==> config.mk <==
export PLATFORM = sky130hd
export DESIGN_NAME = i2c_codec_responder
export DESIGN_NICKNAME = d
export VERILOG_FILES = /design/src/rtl/i2c_pkg.sv /design/src/rtl/i2c_line_cond.sv /design/src/rtl/i2c_codec_responder.sv
export SDC_FILE = /design/constraint.sdc
export NUM_CORES = 1
export LEC_CHECK = 0
export BUFFER_PORTS_ARGS = -buffer_cell sky130_fd_sc_hd__buf_2
export CAP_MARGIN = 30
export CORE_MARGIN = 2
export CORE_UTILIZATION = 30
export DETAILED_ROUTE_END_ITERATION = 10
export GPL_TIMING_DRIVEN = 0
export PLACE_DENSITY = 0.48
export RECOVER_POWER = 100
export SYNTH_ARGS = -nofsm -noshare
export SYNTH_HDL_FRONTEND = slang
export SYNTH_SLANG_ARGS = --single-unit
==> constraint.sdc <==
create_clock -name clk -period 4.1 [get_ports clk]
set_clock_uncertainty 0.2 [all_clocks]
set_input_delay 0.41 -clock clk [delete_from_list [all_inputs] [get_ports clk]]
set_output_delay 0.41 -clock clk [all_outputs]
set_load 0.01 [all_outputs]
==> src/rtl/i2c_pkg.sv <==
// i2c_pkg: shared states, codec constants and majority helper for the I2C codec responder.
package i2c_pkg;
  localparam logic [6:0] CODEC_DEV_ADDR = 7'h1A;
  localparam logic [6:0] CODEC_RESET_REG = 7'h0F;
  localparam int WORD_BITS = 16;
  localparam int NUM_REGS = 16;
  localparam logic [7:0] WR_ADDR_BYTE = {CODEC_DEV_ADDR, 1'b0};
  typedef enum logic [2:0] {
    S_IDLE, S_ADDR, S_ACK_A, S_BYTE1, S_ACK_1, S_BYTE2, S_ACK_2, S_WAIT_STOP
  } state_e;
  function automatic logic maj3(input logic [2:0] v);
    return (v[0] & v[1]) | (v[0] & v[2]) | (v[1] & v[2]);
  endfunction
endpackage

==> src/rtl/i2c_line_cond.sv <==
// i2c_line_cond: SCL/SDA synchronizer, optional majority filter (I2C_RSP_GLITCH_FILTER_EN),
// and SCL edge / START / STOP detection against the previous conditioned sample.
module i2c_line_cond
  import i2c_pkg::*;
(
  input  logic clk,
  input  logic rst_n,
  input  logic scl_i,
  input  logic sda_i,
  output logic scl_rise_o,
  output logic scl_fall_o,
  output logic sda_o,
  output logic start_o,
  output logic stop_o
);
  logic [1:0] scl_s_q, sda_s_q;
  logic scl, sda, scl_p_q, sda_p_q;
`ifdef I2C_RSP_GLITCH_FILTER_EN
  logic [1:0] scl_h_q, sda_h_q;
  logic scl_f_q, sda_f_q;
  always_ff @(posedge clk or negedge rst_n)
    if (!rst_n) begin
      scl_h_q <= 2'b11;
      sda_h_q <= 2'b11;
      scl_f_q <= 1'b1;
      sda_f_q <= 1'b1;
    end else begin
      scl_h_q <= {scl_h_q[0], scl_s_q[1]};
      sda_h_q <= {sda_h_q[0], sda_s_q[1]};
      scl_f_q <= maj3({scl_h_q, scl_s_q[1]});
      sda_f_q <= maj3({sda_h_q, sda_s_q[1]});
    end
  assign scl = scl_f_q;
  assign sda = sda_f_q;
`else
  assign scl = scl_s_q[1];
  assign sda = sda_s_q[1];
`endif
  // Idle bus is high; resetting to 1 avoids phantom edges after reset.
  always_ff @(posedge clk or negedge rst_n)
    if (!rst_n) begin
      scl_s_q <= 2'b11;
      sda_s_q <= 2'b11;
      scl_p_q <= 1'b1;
      sda_p_q <= 1'b1;
    end else begin
      scl_s_q <= {scl_s_q[0], scl_i};
      sda_s_q <= {sda_s_q[0], sda_i};
      scl_p_q <= scl;
      sda_p_q <= sda;
    end
  assign scl_rise_o = scl & ~scl_p_q;
  assign scl_fall_o = ~scl & scl_p_q;
  assign sda_o = sda;
  assign start_o = scl & scl_p_q & sda_p_q & ~sda;
  assign stop_o = scl & scl_p_q & ~sda_p_q & sda;
endmodule

==> src/rtl/i2c_codec_responder.sv <==
// i2c_codec_responder: write-only I2C codec control-port model with local register file.
// Optional SCL/SDA glitch filter via I2C_RSP_GLITCH_FILTER_EN.
module i2c_codec_responder
  import i2c_pkg::*;
(
  input  logic       clk,
  input  logic       rst_n,
  input  logic       scl_i,
  input  logic       sda_i,
  output logic       sda_oe_o,
  output logic       reg_wr_o,
  output logic [6:0] reg_addr_o,
  output logic [8:0] reg_data_o,
  input  logic [3:0] rd_addr_i,
  output logic [8:0] rd_data_o,
  output logic       busy_o,
  output logic [7:0] frame_count_o
);
  logic scl_rise, scl_fall, sda, start, stop, commit;
  state_e state_q, state_d;
  logic [3:0] cnt_q, cnt_d;
  logic [7:0] sh_q, sh_d, b1_q, b1_d, frame_cnt_q;
  logic reg_wr_q;
  logic [6:0] reg_addr_q, c_addr;
  logic [8:0] reg_data_q, c_data;
  logic [8:0] rf_q [NUM_REGS];
  i2c_line_cond u_line (
    .clk        (clk),
    .rst_n      (rst_n),
    .scl_i      (scl_i),
    .sda_i      (sda_i),
    .scl_rise_o (scl_rise),
    .scl_fall_o (scl_fall),
    .sda_o      (sda),
    .start_o    (start),
    .stop_o     (stop)
  );
  assign c_addr = b1_q[7:1];
  assign c_data = {b1_q[0], sh_q};
  always_comb begin
    state_d = state_q;
    cnt_d = cnt_q;
    sh_d = sh_q;
    b1_d = b1_q;
    commit = 1'b0;
    if (stop) state_d = S_IDLE;
    else if (start) begin
      state_d = S_ADDR;
      cnt_d = '0;
    end else
      case (state_q)
        S_ADDR, S_BYTE1, S_BYTE2:
          if (scl_rise && cnt_q < 4'd8) begin
            sh_d = {sh_q[6:0], sda};
            cnt_d = cnt_q + 4'd1;
            // A foreign address drops off the bus before any ACK slot.
            if (state_q == S_ADDR && cnt_q == 4'd7 && sh_d != WR_ADDR_BYTE) state_d = S_IDLE;
          end else if (scl_fall && cnt_q == 4'd8) begin
            state_d = state_e'(state_q + 3'd1);
            b1_d = state_q == S_BYTE1 ? sh_q : b1_q;
          end
        S_ACK_A, S_ACK_1, S_ACK_2:
          if (scl_fall) begin
            state_d = state_e'(state_q + 3'd1);
            cnt_d = '0;
            commit = state_q == S_ACK_2;
          end
        default: ;
      endcase
  end
  always_ff @(posedge clk or negedge rst_n)
    if (!rst_n) begin
      state_q <= S_IDLE;
      cnt_q <= '0;
      sh_q <= '0;
      b1_q <= '0;
      reg_wr_q <= 1'b0;
      reg_addr_q <= '0;
      reg_data_q <= '0;
      frame_cnt_q <= '0;
      for (int i = 0; i < NUM_REGS; i++) rf_q[i] <= '0;
    end else begin
      state_q <= state_d;
      cnt_q <= cnt_d;
      sh_q <= sh_d;
      b1_q <= b1_d;
      reg_wr_q <= commit;
      if (commit) begin
        reg_addr_q <= c_addr;
        reg_data_q <= c_data;
        frame_cnt_q <= frame_cnt_q + 8'd1;
        if (c_addr == CODEC_RESET_REG)
          for (int i = 0; i < NUM_REGS; i++) rf_q[i] <= '0;
        else if (c_addr < 7'(NUM_REGS))
          rf_q[c_addr[3:0]] <= c_data;
      end
    end
  // ACK is driven for exactly the ACK states, so a reset releases SDA at once.
  assign sda_oe_o = state_q == S_ACK_A || state_q == S_ACK_1 || state_q == S_ACK_2;
  assign busy_o = state_q != S_IDLE;
  assign reg_wr_o = reg_wr_q;
  assign reg_addr_o = reg_addr_q;
  assign reg_data_o = reg_data_q;
  assign frame_count_o = frame_cnt_q;
  assign rd_data_o = rf_q[rd_addr_i];
endmodule

==> impl_metrics.json, run 1 <==
{
  "synth_warnings": 0,
  "cpMaxStageDelayCell": "clkbuf_1",
  "final_util_pct": 34.48,
  "wire_per_inst_um": 21.80,
  "synth-main-ff-cell": "dfrtp_1",
  "ys_seq_elements": 198,
  "violations": "capacitance limit, slew limit",
  "cpMostUsedCell": "clkbuf_1",
  "cp_num_buf_inv": 3,
  "ff2ff_path_depth": 8,
  "via_per_inst": 5.177,
  "end_kind": "primary output",
  "path_cells": "clkbuf_1 > clkbuf_1 > mux4_2 > mux4_2 > clkbuf_1",
  "final_cell_mix": "dfrtp_1, a22o_1, nand2_1",
  "cap_violations": 1,
  "async_flop_share_pct": 100.0,
  "min_period_ns": 3.361,
  "syn_area_um2": 8997,
  "ant_nets": 0,
  "wirelength_mm": 25.16,
  "coreArea_um2": 29560,
  "cts_buffer_depth": 2,
  "crit_end": "rd_data_o[4]",
  "p_leak_nw": 4.466,
  "htree_levels": 4,
  "die-area_um2": 31390,
  "grt_usage_pct": 16.84,
  "drc_errors": 0,
  "ios": 44,
  "final_area_um2": 10190,
  "dp_cells": 1119,
  "gp_congestion": 0.8093,
  "area_growth_pct": 13.27,
  "grt_overflow": 0,
  "die_h_um": 177.2,
  "hold_slack_ns": 0.1627,
  "startpoint": "rd_addr_i[1]",
  "crit_family": "buffers and inverters",
  "hpwl_mm": 16.52,
  "tritoncts": "yes",
  "hold_depth": 0,
  "crit_path_start_kind": "primary input",
  "cts.clk_slew.worst_paths_ns": 0.08,
  "regArea_um2": 4962,
  "power.density_nw_per_um2": 432.4,
  "grt_pass1_wl_mm": 39.12,
  "avgSynthCellArea_um2": 13.06,
  "cts_root_buffer": "clkbuf_16",
  "drt-initial-drc-count": 451,
  "synth_cells": 689,
  "min_path_type": "flip-flop to flip-flop",
  "drive_gt1_share_pct": 15.97,
  "synth_edf_count": 0,
  "grt_setup_unrepaired": "no",
  "ys_types": 51,
  "pwr-share-clk_pct": 39.9,
  "vias": 5974,
  "required_ns": 3.49,
  "peakVddDrop_uv": 263.9,
  "diodes": 0,
  "tightest_slew_ns": 2.609,
  "pwr-share-comb_pct": 13.5,
  "grt_antenna_before_repair": 1,
  "syn_nets": 705,
  "r2r_slack_ns": 0.75,
  "drv_slew": 102,
  "clock_sinks": 198,
  "seq_area_frac_synth_pct": 55.15,
  "die_x_um": 177.2,
  "slew_headroom_pct": -73.91,
  "status": "finished, violations left",
  "io_buffer_count": 39,
  "cp.arrival_ns": 2.75,
  "clk-insertion-delay-late_ns": 0.44,
  "reg2reg_from": "u_line.scl_p_q",
  "grt_max_degree": 103,
  "r2r-end": "rf_q[53]",
  "cts_buffers": 17,
  "cpPeakStageDelay_ns": 0.72,
  "power_switching_share_pct": 29.86,
  "finalSetupViolCount": 0,
  "power_mw": 4.407,
  "postPlaceCellArea_um2": 9718,
  "final_common_cell": "dfrtp_1",
  "p_seq_share_pct": 46.7,
  "drt_pass1_iterations": 5,
  "cp_max_fo": 10,
  "finalHoldViolCount": 0,
  "p_switching_mw": 1.316,
  "multi_input_area_um2": 3674,
  "max_freq_ghz": 0.2976,
  "grt_pass1_vias": 6246,
  "start_util_pct": 30.44,
  "fin_cells": 1154,
  "p_int_mw": 3.091,
  "cp.depth": 5,
  "fp-row-count": 63,
  "fin_nets": 767,
  "min_period_over_period_pct": 81.97,
  "path_class": "primary input to primary output",
  "fillerInstances": 2936
}
-- worst min path at each step --
stage / start / end / slack, ns
after floorplan: rst_n / b1_q[0] / -0.09
after global placement: u_line.scl_s_q[0] / u_line.scl_s_q[1] / 0.15
after detailed placement: u_line.scl_s_q[0] / u_line.scl_s_q[1] / 0.15
after CTS: u_line.scl_s_q[0] / u_line.scl_s_q[1] / 0.16
after global routing: u_line.scl_s_q[0] / u_line.scl_s_q[1] / 0.17
final: u_line.scl_s_q[0] / u_line.scl_s_q[1] / 0.16
-- per-stage QoR --
step	setup slack [ns]	TNS, ns
2_1_floorplan	1.517	0
4_1_cts	0.7667	0
6_report	0.7393	0
3_5_place_dp	0.7829	0
5_1_grt	0.4713	0
3_3_place_gp	-1.157	-216.97
-- power by group through the flow --
stage          Combinational (mW)  Clock [mW]  Sequential (mW)
2_1_floorplan               0.323           0             2.08
3_3_place_gp                0.596           0             2.10
3_5_place_dp                0.601           0             2.10
4_1_cts                     0.603        1.80             2.06
6_report                    0.593        1.76             2.06
5_1_grt                     0.649        1.88             2.07
-- kinds of logic after synthesis --
group	share of synthesized area (%)
and+or+nand+nor	12.13
muxes	13.14
DFF	55.15
xor gates and xnor gates	1.071
buffers and inverters	2.851
AOI/OAI and AO/OA	14.55
adders and majority gates	1.113
-- synthesized netlist by cell type (all sizes together), types with 2 or more instances --
| master | count | area [um^2] |
|---|---|---|
| inv | 8 | 30.03 |
| xnor2 | 8 | 70.07 |
| nor4b | 2 | 17.52 |
| clkbuf | 32 | 120.1 |
| nand4b | 2 | 17.52 |
| nand4 | 11 | 123.9 |
| and2 | 11 | 68.82 |
| ha | 8 | 100.1 |
| dfrtp | 192 | 4805 |
| dfstp | 6 | 157.7 |
| xor2 | 3 | 26.28 |
| mux2 | 15 | 168.9 |
| nand2b | 3 | 18.77 |
| or2 | 4 | 25.03 |
| a21oi | 14 | 70.07 |
| o22ai | 2 | 12.51 |
| nor3 | 3 | 20.02 |
| nor3b | 9 | 67.56 |
| buf | 19 | 106.4 |
| a31oi | 4 | 25.02 |
| a22o | 117 | 1025 |
| o21ai | 30 | 150.1 |
| nor2 | 18 | 120.1 |
| and3 | 2 | 12.51 |
| nand3b | 2 | 27.53 |
| nand2 | 90 | 340.3 |
| nand3 | 22 | 200.2 |
| mux4 | 45 | 1013 |
-- metal layers --
layer / wire length (um) / vias to the layer above / share of wire, % / GRT usage (%)
met5: 0 / - / 0 / 0
met4: 367 / 0 / 1.5 / 4.511
met3: 1269 / 25 / 5.0 / 4.274
met2: 11450 / 148 / 45 / 24.69
met1: 12070 / 3104 / 48 / 24.64
li1: - / 2697 / - / -
-- area by class of cell --
type	instances	share of cell area, %
Clock buffer	19	4.346
Inverter	8	0.2947
Multi-Input combinational cell	432	36.05
Tap cell	390	4.788
Timing Repair Buffer	43	2.038
Sequential cell	198	48.69
Buffer	51	2.136
Clock inverter	13	1.657
-- registers in the layout, indices dropped and copies added, names as in the netlist --
register,cells
reg_wr_o,1
b1_q,8
state_q,3
u_line.scl_s_q,2
rf_q,144
u_line.scl_p_q,1
reg_data_o,9
reg_addr_o,7
frame_count_o,8
cnt_q,4
sh_q,8
u_line.sda_p_q,1
u_line.sda_s_q,2
-- repair_timing --
item,CTS,global route
endpoints found under the hold margin,102,0
hold buffers,3,0
endpoints found under the setup margin,0,0
buffers inserted,0,0
gates resized for setup,0,0
No activity file was read; power rests on OpenSTA's default activity.
==> run 2: changes to the inputs <==
--- a/config.mk
+++ b/config.mk
@@ -11,7 +11,7 @@
 export CORE_UTILIZATION = 30
 export DETAILED_ROUTE_END_ITERATION = 10
 export GPL_TIMING_DRIVEN = 0
-export PLACE_DENSITY = 0.48
+export PLACE_DENSITY = 0.49
 export RECOVER_POWER = 100
 export SYNTH_ARGS = -nofsm -noshare
 export SYNTH_HDL_FRONTEND = slang
==> constraint.sdc (replaced) <==
create_clock -name clk -period 3 [get_ports clk]
set_clock_uncertainty 0.2 [all_clocks]
set_input_delay 0.3 -clock clk [delete_from_list [all_inputs] [get_ports clk]]
set_output_delay 0.3 -clock clk [all_outputs]
set_load 0.01 [all_outputs]
==> impl_metrics.json, run 2 (synthesis results as in run 1) <==
{
  "io_buffer_count": 39,
  "area_growth_pct": 14.17,
  "start_util_pct": 30.44,
  "end_kind": "primary output",
  "regMostFlops": "rf_q",
  "fp-row-count": 63,
  "final_cell_mix": "dfrtp_1, a22o_1, nand2_1",
  "ios": 44,
  "cts_buffers": 17,
  "drt_pass1_iterations": 5,
  "die_x_um": 177.2,
  "cp_max_fo": 10,
  "fin_cells": 1154,
  "die-area_um2": 31390,
  "hpwl_mm": 16.56,
  "fillerInstances": 2899,
  "gp_congestion": 0.7957,
  "drv_slew": 0,
  "grt_max_degree": 104,
  "peakVddDrop_uv": 326.1,
  "final_common_cell": "dfrtp_1",
  "grt_overflow": 0,
  "cts_root_buffer": "clkbuf_16",
  "coreArea_um2": 29560,
  "via_per_inst": 5.188,
  "status": "complete, no violations",
  "fin_setup_tns_ns": 0,
  "grt_usage_pct": 16.75,
  "wl_met1_mm": 12.05,
  "grt_pass1_wl_mm": 39.34,
  "cp.arrival_ns": 2.36,
  "required_ns": 2.50,
  "tightest_slew_ns": 1.347,
  "finalSetupViolCount": 0,
  "min_period_over_period_pct": 95.17,
  "met3WireLength_um": 980,
  "drive_gt1_share_pct": 18.72,
  "pwr-share-clk_pct": 40.8,
  "clk-insertion-delay-late_ns": 0.44,
  "power.density_nw_per_um2": 594.5,
  "wl_met2_mm": 11.26,
  "largest_register_ffs": 144,
  "fin_nets": 767,
  "cts_buffer_depth": 2,
  "cap_violations": 0,
  "clock_sinks": 198,
  "p_int_mw": 4.301,
  "max_freq_ghz": 0.3502,
  "vias": 5987,
  "min_path_type": "flip-flop to flip-flop",
  "grt_pass1_vias": 6363,
  "die_h_um": 177.2,
  "p_seq_share_pct": 46.0,
  "dpl_worst_slack_ns": -0.1089,
  "regArea_um2": 4962,
  "slew_headroom_pct": 10.22,
  "drc_errors": 0,
  "timing.final.ws_setup_ns": 0.1449,
  "drt-initial-drc-count": 422,
  "wire_per_inst_um": 21.48,
  "final_util_pct": 34.75,
  "grt_antenna_before_repair": 3,
  "diodes": 0,
  "finalHoldViolCount": 0,
  "pwr-share-comb_pct": 13.1,
  "p_switching_mw": 1.806,
  "ant_nets": 0,
  "p_leak_nw": 4.557,
  "crit_path_start_kind": "primary input",
  "r2r_slack_ns": 0.30,
  "multi_input_area_um2": 3722,
  "path_class": "primary input to primary output",
  "wirelength_mm": 24.79,
  "tritoncts": "yes",
  "grt_setup_unrepaired": "no",
  "dp_cells": 1119,
  "min_period_ns": 2.855,
  "cts.clk_slew.worst_paths_ns": 0.08,
  "htree_levels": 4,
  "dr.max_layer_used": "met4",
  "power_switching_share_pct": 29.58
}
==> run 2: what timing repair did <==
action	in CTS	in global routing
gates cloned	0	0
hold endpoints to repair	97	0
hold buffers	3	0
endpoints found under the setup margin	9	9
gates resized for setup	1	4
setup buffers	0	0
==> run 2: final timing paths <==
kind / startpoint / endpoint / depth (start not counted)
worst max-delay path: rd_addr_i[0] / rd_data_o[8] / 5
worst min-delay path: u_line.sda_s_q[0] / u_line.sda_s_q[1] / 0
worst max register to register: u_line.scl_p_q / rf_q[122] / 8
worst min register to register: u_line.sda_s_q[0] / u_line.sda_s_q[1] / 0
max in group asynchronous: rst_n / reg_addr_o[5] / 3
min in group asynchronous: rst_n / rf_q[1] / 2
==> run 2: final cells by class <==
cell class	count	share of cell area, %
Buffer	51	2.241
Inverter	8	0.2923
Timing Repair Buffer	43	1.937
Clock buffer	18	4.178
Tap cell	390	4.750
Clock inverter	14	2.058
Sequential cell	198	48.31
Multi-Input combinational cell	432	36.24
==> run 2: per-stage QoR <==
stage,area [um^2],hold WS (ns),power (mW)
after floorplan,8997,-0.1956,3.291
after global placement,9681,0.1459,3.674
after detailed placement,9718,0.1509,3.686
after CTS,10390,0.1636,6.184
after global routing,10270,0.1729,6.363
final,10270,0.1695,6.107
==> run 2: metal layers <==
metal	GRT usage, %	vias up
met2	25.16	153
met5	0	-
met3	3.071	33
li1	-	2702
met1	24.48	3099
met4	5.269	0
==> run 2: power by group through the flow <==
stage | clock network [mW] | logic, mW | registers, mW
finish | 2.49 | 0.802 | 2.81
global placement | 0 | 0.810 | 2.86
floorplan | 0 | 0.442 | 2.85
global route | 2.67 | 0.874 | 2.82
CTS | 2.55 | 0.823 | 2.81
detailed placement | 0 | 0.821 | 2.87
==> run 2: worst max-delay path, stage by stage <==
cell and delay, ns:
buf_2 0.29, buf_2 0.44, mux4_2 0.64, mux4_2 0.51
clkbuf_1 0.15
